**src/rtl/stream_sorter.sv**
```systemverilog
// stream_sorter: collects a batch of up to SIZE = 1 << DEPTH values, sorts it
// with an odd-even transposition network (SIZE cycles) and streams it back out.
// Optional: define STREAM_SORTER_IDX_EN to add out_idx, the arrival slot of
// each value, carried through every swap.
//
// state | meaning
// LOAD  | accepting input beats into slots 0..k-1
// SORT  | SIZE compare-swap cycles, alternating even/odd pairs
// DRAIN | presenting slots 0..k-1 on the output stream
module stream_sorter #(
  parameter int VALUE_BITS = 32,
  parameter int DEPTH      = 3
) (
  input  logic                  clk,
  input  logic                  rst_n,
  input  logic                  dir,
  input  logic                  in_valid,
  output logic                  in_ready,
  input  logic [VALUE_BITS-1:0] in_data,
  input  logic                  in_last,
  output logic                  out_valid,
  input  logic                  out_ready,
  output logic [VALUE_BITS-1:0] out_data,
  output logic                  out_last,
`ifdef STREAM_SORTER_IDX_EN
  output logic [DEPTH-1:0]      out_idx,
`endif
  output logic                  busy
);

  localparam int SIZE = 1 << DEPTH;

  typedef enum logic [1:0] {LOAD, SORT, DRAIN} state_t;

  state_t                state_q, state_d;
  logic [VALUE_BITS-1:0] data_q [SIZE];
  logic [VALUE_BITS-1:0] data_s [SIZE];
  logic [SIZE-1:0]       occ_q, occ_s;
`ifdef STREAM_SORTER_IDX_EN
  logic [DEPTH-1:0]      idx_q [SIZE];
  logic [DEPTH-1:0]      idx_s [SIZE];
`endif
  logic [DEPTH:0]        cnt_q;
  logic [DEPTH-1:0]      sort_cnt_q;
  logic [DEPTH-1:0]      rd_ptr_q;
  logic                  dir_q;
  logic                  in_fire, out_fire, load_done, sort_done;

  // An unoccupied slot always belongs behind an occupied one; equal values stay put.
  function automatic logic must_swap(input logic [VALUE_BITS-1:0] a,
                                     input logic [VALUE_BITS-1:0] b,
                                     input logic oa, input logic ob,
                                     input logic d);
    if (!oa) return ob;
    if (!ob) return 1'b0;
    return d ? (a < b) : (a > b);
  endfunction

  assign in_fire   = in_valid && (state_q == LOAD);
  assign out_fire  = out_valid && out_ready;
  assign load_done = (cnt_q == (DEPTH+1)'(SIZE-1)) || in_last;
  assign sort_done = (sort_cnt_q == DEPTH'(SIZE-1));

  // FSM state register.
  always_ff @(posedge clk or negedge rst_n) begin
    if (!rst_n) state_q <= LOAD;
    else        state_q <= state_d;
  end

  // Next-state and handshake/status outputs.
  always_comb begin
    state_d   = state_q;
    in_ready  = 1'b0;
    out_valid = 1'b0;
    busy      = 1'b0;
    case (state_q)
      LOAD: begin
        in_ready = 1'b1;
        if (in_fire && load_done) state_d = SORT;
      end
      SORT: begin
        busy = 1'b1;
        if (sort_done) state_d = DRAIN;
      end
      DRAIN: begin
        busy      = 1'b1;
        out_valid = 1'b1;
        if (out_ready && out_last) state_d = LOAD;
      end
      default: state_d = LOAD;
    endcase
  end

  // Output beat: slot rd_ptr; zero outside DRAIN so reset shows a clean bus.
  always_comb begin
    out_data = '0;
    out_last = 1'b0;
`ifdef STREAM_SORTER_IDX_EN
    out_idx  = '0;
`endif
    if (state_q == DRAIN) begin
      out_data = data_q[rd_ptr_q];
      out_last = ({1'b0, rd_ptr_q} == (cnt_q - 1'b1));
`ifdef STREAM_SORTER_IDX_EN
      out_idx  = idx_q[rd_ptr_q];
`endif
    end
  end

  // One transposition step: even pairs when sort_cnt is even, odd pairs otherwise.
  always_comb begin
    data_s = data_q;
    occ_s  = occ_q;
`ifdef STREAM_SORTER_IDX_EN
    idx_s  = idx_q;
`endif
    for (int i = 0; i < SIZE - 1; i++) begin
      if (i[0] == sort_cnt_q[0] &&
          must_swap(data_q[i], data_q[i+1], occ_q[i], occ_q[i+1], dir_q)) begin
        data_s[i]   = data_q[i+1];
        data_s[i+1] = data_q[i];
        occ_s[i]    = occ_q[i+1];
        occ_s[i+1]  = occ_q[i];
`ifdef STREAM_SORTER_IDX_EN
        idx_s[i]    = idx_q[i+1];
        idx_s[i+1]  = idx_q[i];
`endif
      end
    end
  end

  // Slot storage, batch counters and the latched sort direction.
  always_ff @(posedge clk or negedge rst_n) begin
    if (!rst_n) begin
      for (int i = 0; i < SIZE; i++) begin
        data_q[i] <= '0;
`ifdef STREAM_SORTER_IDX_EN
        idx_q[i]  <= '0;
`endif
      end
      occ_q      <= '0;
      cnt_q      <= '0;
      sort_cnt_q <= '0;
      rd_ptr_q   <= '0;
      dir_q      <= 1'b0;
    end else begin
      case (state_q)
        LOAD: begin
          sort_cnt_q <= '0;
          rd_ptr_q   <= '0;
          if (in_fire) begin
            data_q[cnt_q[DEPTH-1:0]] <= in_data;
            occ_q[cnt_q[DEPTH-1:0]]  <= 1'b1;
`ifdef STREAM_SORTER_IDX_EN
            idx_q[cnt_q[DEPTH-1:0]]  <= cnt_q[DEPTH-1:0];
`endif
            cnt_q <= cnt_q + 1'b1;
            if (cnt_q == '0) dir_q <= dir;
          end
        end
        SORT: begin
          data_q     <= data_s;
          occ_q      <= occ_s;
`ifdef STREAM_SORTER_IDX_EN
          idx_q      <= idx_s;
`endif
          sort_cnt_q <= sort_cnt_q + 1'b1;
        end
        DRAIN: begin
          if (out_fire) begin
            if (out_last) begin
              occ_q    <= '0;
              cnt_q    <= '0;
              rd_ptr_q <= '0;
            end else begin
              rd_ptr_q <= rd_ptr_q + 1'b1;
            end
          end
        end
        default: ;
      endcase
    end
  end

endmodule

```
**config.mk**
```make
export PLATFORM = sky130hd
export DESIGN_NAME = stream_sorter
export DESIGN_NICKNAME = d
export VERILOG_FILES = /design/src/rtl/stream_sorter.sv
export SDC_FILE = /design/constraint.sdc
export NUM_CORES = 1
export LEC_CHECK = 0
export ABC_AREA = 0
export CAP_MARGIN = 20
export CORE_MARGIN = 3
export CORE_UTILIZATION = 49
export DETAILED_ROUTE_END_ITERATION = 12
export GPL_TIMING_DRIVEN = 0
export HOLD_SLACK_MARGIN = 0.02
export MAX_ROUTING_LAYER = met4
export PLACE_DENSITY = 0.66
export SYNTH_ARGS = -nofsm -noshare
export SYNTH_HDL_FRONTEND = slang
export SYNTH_SLANG_ARGS = --single-unit
export TNS_END_PERCENT = 1
```
**constraint.sdc**
```tcl
create_clock -name clk -period 4.4 [get_ports clk]
set_input_delay 0.88 -clock clk [delete_from_list [all_inputs] [get_ports clk]]
set_output_delay 0.88 -clock clk [all_outputs]
set_load 0.01 [all_outputs]
```
# After elaboration in Yosys (flattened, before gate mapping)
# Index checks and enable logic that the tools add are counted.
[totals] reg_bits=277 latch_bits=0 ram_bits=0 rom_bits=0 word_cells=201 memories=0
[op_classes] addsub=4 n_mul=0 div_mod_pow=0 order_cmp=19 n_eq_ne=19 shift=0 mux=94 n_bitwise=4 n_reduce_logical=40
[op_table] op="256-bit one-hot mux with 2 select lines" n=1
[op_table] op="64-bit two-way mux" n=7
[op_table] op="256-bit bitwise mux" n=1
[op_table] op="256-bit two-way mux" n=1
[op_table] op="32-bit greater-than comparator" n=7
[op_table] op="32-bit < comparator" n=7
[op_table] op="32-bit two-way mux" n=4
[op_table] op="32-bit binary-select mux with 3-bit select" n=1
[op_table] op="32-bit demux with 3-bit select" n=1
[op_table] op="1-bit two-way mux" n=54
[op_table] op="5-bit AND reduction" n=8
[op_table] op="3-bit AND reduction" n=10
[op_table] op="8-bit two-way mux" n=3
[op_table] op="8-bit one-hot mux with 3 select lines" n=1
[op_table] op="2-bit two-way mux" n=10
[op_table] op="3-bit != test, second input constant" n=6
[op_table] op="2-bit != test, second input constant" n=7
[op_table] op="1-bit logical AND" n=13
[op_table] op="4-bit two-way mux" n=3
[op_table] op="3-bit one-hot mux with 2 select lines" n=2
[op_table] op="4-bit >= comparator, second input constant" n=2
[op_table] op="3-bit inverter with 4-bit output" n=2
[op_table] op="8-bit OR" n=1
[op_table] op="4-bit one-hot mux with 2 select lines" n=1
[op_table] op="other kinds (24)" n=27

# Depth between registers and ports, before layout
# Gate-level depths: netlist of run 1.
[logic_depth] word_depth=13 mapped_depth=13 depth_no_buf=11

# Worst setup path before layout of run 1
# No wires, ideal clock.
[synth_timing] kind="flip-flop to flip-flop" start="reg data_q[190] (netlist bit)" end="reg data_q[210] (netlist bit)" arrival_time_ps=3058 path_slack_ps=1205 path_stages_with_launch=13 path_buffers=1 period_less_slack_ps=3195 cell_sequence="dfrtp_1 > inv_1 > ha_1 > nand4_1 > nor4_2 > nand4_1 > o21a_1 > mux2_2 > a211oi_4 > buf_4 > mux2_1 > a22oi_1 > a21oi_1"
[synth_via] elab_chain_len=7 word_cells_on_any_way=10
[synth_rtl] item="start, declared" line_no="36" rtl="logic [VALUE_BITS-1:0] data_q [SIZE];"
[synth_rtl] item="start signal, assigned by index" line_no="152" rtl="data_q[cnt_q[DEPTH-1:0]] <= in_data;"
[synth_rtl] item="start signal, assigned" line_no="162" rtl="data_q <= data_s;"
[synth_rtl] item="32-bit greater-than comparator / 32-bit < comparator (equally long branches)" line_no="56" rtl="return d ? (a < b) : (a > b);"
[synth_rtl] item="1-bit two-way mux (*) (2 in series)" line_no="56"
[synth_rtl] item="1-bit two-way mux (*)" line_no="55" rtl="if (!ob) return 1'b0;"
[synth_rtl] item="1-bit logical AND (*)" line_no="118" rtl="if (i[0] == sort_cnt_q[0] &&"
[synth_rtl] item="3-bit != test (no line) / 64-bit two-way mux (equally long branches)"
[synth_rtl] item="3-bit AND reduction (no line) / 256-bit one-hot mux with 2 select lines (equally long branches)"
# Every way passes the cells marked *; elsewhere a longest branch is shown, timed or not. The select of a mux whose other input is x is not followed.
# A chain may end at the register's enable or synchronous reset.

# Worst setup path after layout of run 1
[layout_timing] start="reg data_q[79] (netlist bit)" end="reg data_q[107] (netlist bit)"
# The elaborated chain is that of the path after synthesis.

==> run metrics, run 1 <==
status complete, no violations; RD Place Congestion 1.03; YS warnings 0; share of cells above drive strength 1 9.64%; Starting Density 50.0%; Worst slew margin 14.2%; register area share after synthesis 31.2%; die area 48000 um^2; DR DRC count 0; Synth area leader dfrtp_1; root buffer cell clkbuf_16; Die H 219 um; # hold bufs at CTS 0; Site Rows 77; Vias 21486; Post-Layout Inst Area 25300 um^2; largest net degree at the start of global routing 110; CP Depth 12; element type at the critical path start flip-flop; Num CTS Buffers 38; slowest stage delay, CP 520 ps; Critical Path End Type flip-flop; WS Path Type reg2reg; Setup crit start data_q[79]; total power 24.4 mW; top cell family by delay on the critical path compound AO/OA/AOI/OAI gates; worst r2r path cells 12; most instantiated cells after synthesis 277 x dfrtp_1, 239 x inv_1, 234 x ha_1, 218 x a21oi_1, 196 x mux2i_1; first-pass GRT wire length 135 mm; Placed Cells 3039; Mapped Cells 2370; R2R Path Start data_q[79]; CP Data Required Time 4870 ps; remaining global-route overflow 0; Worst-Margin Slew 1280 ps; GRT Overall Usage 38.9%; count leader, synth dfrtp_1; Synth async-reset ratio 100%; Ant. Diodes 0; vias per inst 6.90; initial antenna violation count 0; area share of the largest cell type after synthesis 31.2%; Fin Clk Skew 15.1 ps; Yosys cell types 73; # IOs 74; Mean Syn Cell Area 9.38 um^2; RSZ-0062 raised after global routing true; H-tree depth 2; CP Max Fanout 10; Routed Antenna Nets 0; vias in the first global route 20999; Clock Path Buffers 3; TritonCTS clock tree built; final hold vios 0; initial DRC count 3441; Core Footprint 44500 um^2; CP Buf/Inv Count 2; MaxCap Viol Count 0; Tcrit/Tclk final 98.8%; # setup viols final 0; Detail Placement HPWL 67.3 mm; Pwr Density 964 nW/um^2; port bufs 73; drt pass-1 iters 8; Synth Flop Type dfrtp_1; Final Routed Wirelength 91.3 mm; Leak 10.9 nW; Seq cells post-synth 277; CTS Sinks 277; Fmax 0.230 GHz; Post-Place Cell Area 23800 um^2; worst path arrival time 4820 ps; most frequent CP cell o211ai_1; CP max-delay cell nor4_4; cell breakdown of the critical path inv_1 > ha_1 > nand4_1 > nor4_4 > a21bo_2 > o211ai_1 > a21oi_1 > mux2i_2 > o211ai_1 > o211ai_1 > clkbuf_4 > mux2i_1; clock slew at reported path FFs 60 ps; Hold Crit Class in2async; Mapped Area 22200 um^2; fin crit period 4350 ps; Avg WL per Cell 29.3 um; Cell Count, Final, Fillers Out 3112; syn_nets 2642; synthesis-to-finish area growth 13.7%; Max rail drop VDD 0.000553 V; synth top area cells dfrtp_1 31%, ha_1 13%, mux2i_1 8.8%; Post-synth EDFFs 0; die width 219 um; clk_lat worst skew 570 ps; post-layout net count 2768; max-slew violations 0
[what timing repair did]
item / 4_1_cts / 5_1_grt
setup endpoints to repair: 262 / 199
pin swaps: 4 / 0
buffers inserted: 11 / 0
resized for setup: 57 / 42
[power breakdown]
part	internal [mW]	switching, mW
clock network	1.83	1.29
logic	5.83	10.0
registers	3.69	1.72
total	11.4	13.0
[metal layers]
metal	track usage (%)	vias to the layer above	part of all wire (%)
met4	22.1	0	6.6
met2	57.2	1456	43
met5	-	-	0
met1	50.5	10586	40
met3	7.50	290	10
li1	-	9154	-
[path summary, 6_finish.rpt]
| check | endpoint | slack [ps] |
|---|---|---|
| min reg2reg | sort_cnt_q[1] | 500 |
| max | data_q[107] | 50 |
| max reg2reg | data_q[107] | 50 |
| max in group asynchronous | data_q[57] | 2580 |
| min | data_q[38] | 240 |
| min in group clk | sort_cnt_q[1] | 500 |
[cell families after synthesis]
| kind of cell | Yosys count | share of synthesized area, % |
|---|---|---|
| AO/OA/AOI/OAI | 626 | 19.6 |
| XOR/XNOR | 5 | 0.197 |
| adder cells (fa/ha/maj) | 234 | 13.2 |
| buffers and inverters | 398 | 7.21 |
| flip-flops | 277 | 31.2 |
| multiplexers | 296 | 17.1 |
| AND/OR/NAND/NOR | 534 | 11.5 |
[area by class of cell]
type / count / area [um^2]
Clock buffer: 57 / 1180
Timing Repair Buffer: 88 / 893
Multi-Input combinational cell: 1695 / 13800
Clock inverter: 7 / 35.0
Inverter: 241 / 905
Fill cell: 3991 / 19200
Sequential cell: 277 / 6930
Buffer: 155 / 769
Tap cell: 592 / 741
[registers in the layout, indices dropped and copies added, names as in the netlist]
name / count
rd_ptr_q: 3
data_q: 256
cnt_q: 4
occ_q: 8
state_q: 2
sort_cnt_q: 3
dir_q: 1
[placed cells by master, fill, tap and decap left out, drive strengths merged, types with 74 or more instances in the layout]
cell and n:
a21oi 218, a221oi 134, clkbuf 171, dfrtp 277
ha 234, inv 239, mux2i 196, nand2 95
nor2 195, nor2b 74
[stage by stage]
stage / setup WS [ps] / util [%] / hold slack [ps] / TNS, ps
detailed placement: -871 / 53.5 / 485 / -153160
finish: 51.4 / 56.8 / 242 / 0
global route: -51.3 / 56.8 / 303 / -294
global placement: -10640 / 53.3 / 489 / -3088130
floorplan: 1200 / - / 467 / 0
CTS: 6.07 / 56.6 / 271 / 0
(Power assumes the default switching activity.)
==> run 2: changes to the inputs <==
HOLD_SLACK_MARGIN = not set   (was 0.02)
SLEW_MARGIN = 20   (was not set)
==> run metrics, run 2 (synthesis results as in run 1) <==
TritonCTS clock tree built; CP Max Fanout 10 (unchanged); CP max-delay cell clkbuf_1; max FFs per register 256 (unchanged); initial DRC count 3138 (-8.8%); # setup viols final 2 (+2); # IOs 74 (unchanged); register area 6930 um^2 (unchanged); vias in the first global route 21063 (+0.30%); Final Routed Wirelength 91.1 mm (-0.30%); failing checks negative setup slack; # hold bufs at CTS 0 (unchanged); Sequential Power Share 22.4% (+0.2 points); WS Path Type reg2out; Starting Density 50.0% (unchanged); Vias 21434 (-0.24%); Worst-Margin Slew 1120 ps (-159 ps); Hold Crit Class in2async; Net Switching 12.9 mW (-0.63%); vias per inst 6.90 (-0.11%); Routed Antenna Nets 0 (unchanged); drt pass-1 iters 6 (-2); DR DRC count 0 (unchanged); internal power 11.2 mW (-1.0%); clk_lat worst skew 570 ps (about the same); Gate power share 65.1% (about the same); Fin Clk Skew 23.7 ps (+8.59 ps); final hold vios 0 (unchanged); MaxCap Viol Count 0 (unchanged); synthesis-to-finish area growth 13.5%; area of the multi-input gates 13800 um^2 (about the same); Largest regs data_q: 256 flops, occ_q: 8 flops, cnt_q: 4 flops; largest reg by FF count data_q; Tcrit/Tclk final 100% (+1.6 points); Clock Path Buffers 3 (unchanged); post-layout net count 2763 (-0.18%); CTS Sinks 277 (unchanged); Fmax 0.226 GHz (-1.6%); Die H 219 um (unchanged); remaining global-route overflow 0 (unchanged); max-slew violations 0 (unchanged); port bufs 73 (unchanged); setup_tns -23.5 ps (-23.5 ps); CP Data Required Time 3520 ps (-1350 ps); Core Footprint 44500 um^2 (unchanged); clock power share 12.5% (-0.3 points); met3 Use GR 7.37% (-0.14 points); Final WS setup -21.0 ps (-72.4 ps); fin crit period 4420 ps (+72.4 ps); largest net degree at the start of global routing 67 (-39%); initial antenna violation count 0 (unchanged); Leak 10.9 nW (-0.33%); Cell Count, Final, Fillers Out 3108 (-0.13%); Pwr Density 958 nW/um^2 (-0.68%); die width 219 um (unchanged); commonest non-fill, non-tap cell in the layout dfrtp_1; GRT Overall Usage 38.7% (-0.28 points); final core occ 56.7% (-0.076 points); Worst slew margin 24.9% (+11 points); Critical Path End Type output pin; RD Place Congestion 1.03 (unchanged); Max rail drop VDD 0.000575 V (+3.9%); Site Rows 77 (unchanged); Avg WL per Cell 29.3 um (-0.17%); GRT busiest layer met2; Switching Fraction 53.5% (+0.10 points); cell breakdown of the critical path clkbuf_2 > clkbuf_1 > mux4_2 > mux2i_1 > nor2b_1 > clkdlybuf4s50_1; die area 48000 um^2 (unchanged); met2 Use GR 57.4% (+0.11 points); status finished, violations left; top cell family by delay on the critical path buffers and inverters; RSZ-0062 raised after global routing true; first-pass GRT wire length 134 mm (-0.71%); Fill cells 4023 (+0.80%); CP Buf/Inv Count 3 (+1); element type at the critical path start flip-flop; slowest stage delay, CP 700 ps (+180 ps); worst path arrival time 3540 ps (-1280 ps); commonest non-fill, non-tap cells in the layout 277 x dfrtp_1, 239 x inv_1, 234 x ha_1; global routing usage on met1 49.3% (-1.1 points); Num CTS Buffers 36 (-5.3%); root buffer cell clkbuf_16; Placed Cells 3040 (+0.033%); H-tree depth 2 (unchanged); clock slew at reported path FFs 60 ps (about the same); share of cells above drive strength 1 9.50% (-0.14 points); Detail Placement HPWL 67.7 mm (+0.66%)
[run 2: final timing paths]
| path | from | end | slack, ps | cells after the start |
|---|---|---|---|---|
| max | rd_ptr_q[0] | out_data[11] | -20 | 6 |
| min | rst_n | data_q[37] | 210 | 1 |
| max reg2reg | data_q[191] | data_q[163] | 0 | 12 |
| min reg2reg | sort_cnt_q[1] | sort_cnt_q[1] | 500 | 1 |
| max in group asynchronous | rst_n | data_q[59] | 3140 | 3 |
| min in group clk | sort_cnt_q[1] | sort_cnt_q[1] | 500 | 1 |
[run 2: layout make-up]
type / count / area share (%)
antenna: 1 / 0.00991
buffer: 156 / 3.07
clock buffer: 52 / 4.25
clock inverter: 10 / 0.327
inverter: 241 / 3.58
multi-input combinational: 1695 / 54.8
sequential: 277 / 27.5
tap: 592 / 2.93
timing repair buffer: 84 / 3.56
[run 2: through the flow]
stage	hold slack, ps	cell area (um^2)	worst slack, ps	total power, mW
finish	206	25200	-21.0	24.2
global route	241	25200	-86.5	25.4
CTS	219	25200	-26.5	23.4
floorplan	467	22200	1200	14.3
detailed placement	485	23800	-906	20.0
global placement	489	23700	-10640	19.7
[run 2: metal layers]
metal / up-vias / part of all wire (%)
li1: 9141 / -
met1: 10469 / 39
met2: 1471 / 44
met3: 353 / 10
met4: 0 / 6.9
met5: - / 0
[run 2: power by group through the flow]
stage / registers, mW / clock network [mW] / logic, mW
final: 5.41 / 3.02 / 15.7
after global routing: 5.51 / 3.12 / 16.7
after CTS: 5.31 / 3.03 / 15.1
after detailed placement: 5.35 / 0 / 14.7
after global placement: 5.31 / 0 / 14.4
after floorplan: 4.72 / 0 / 9.57
[run 2: repair_timing]
action,in CTS,in global routing
buffers inserted,5,1
pin swaps,1,4
resized for setup,66,26
endpoints found under the setup margin,262,231
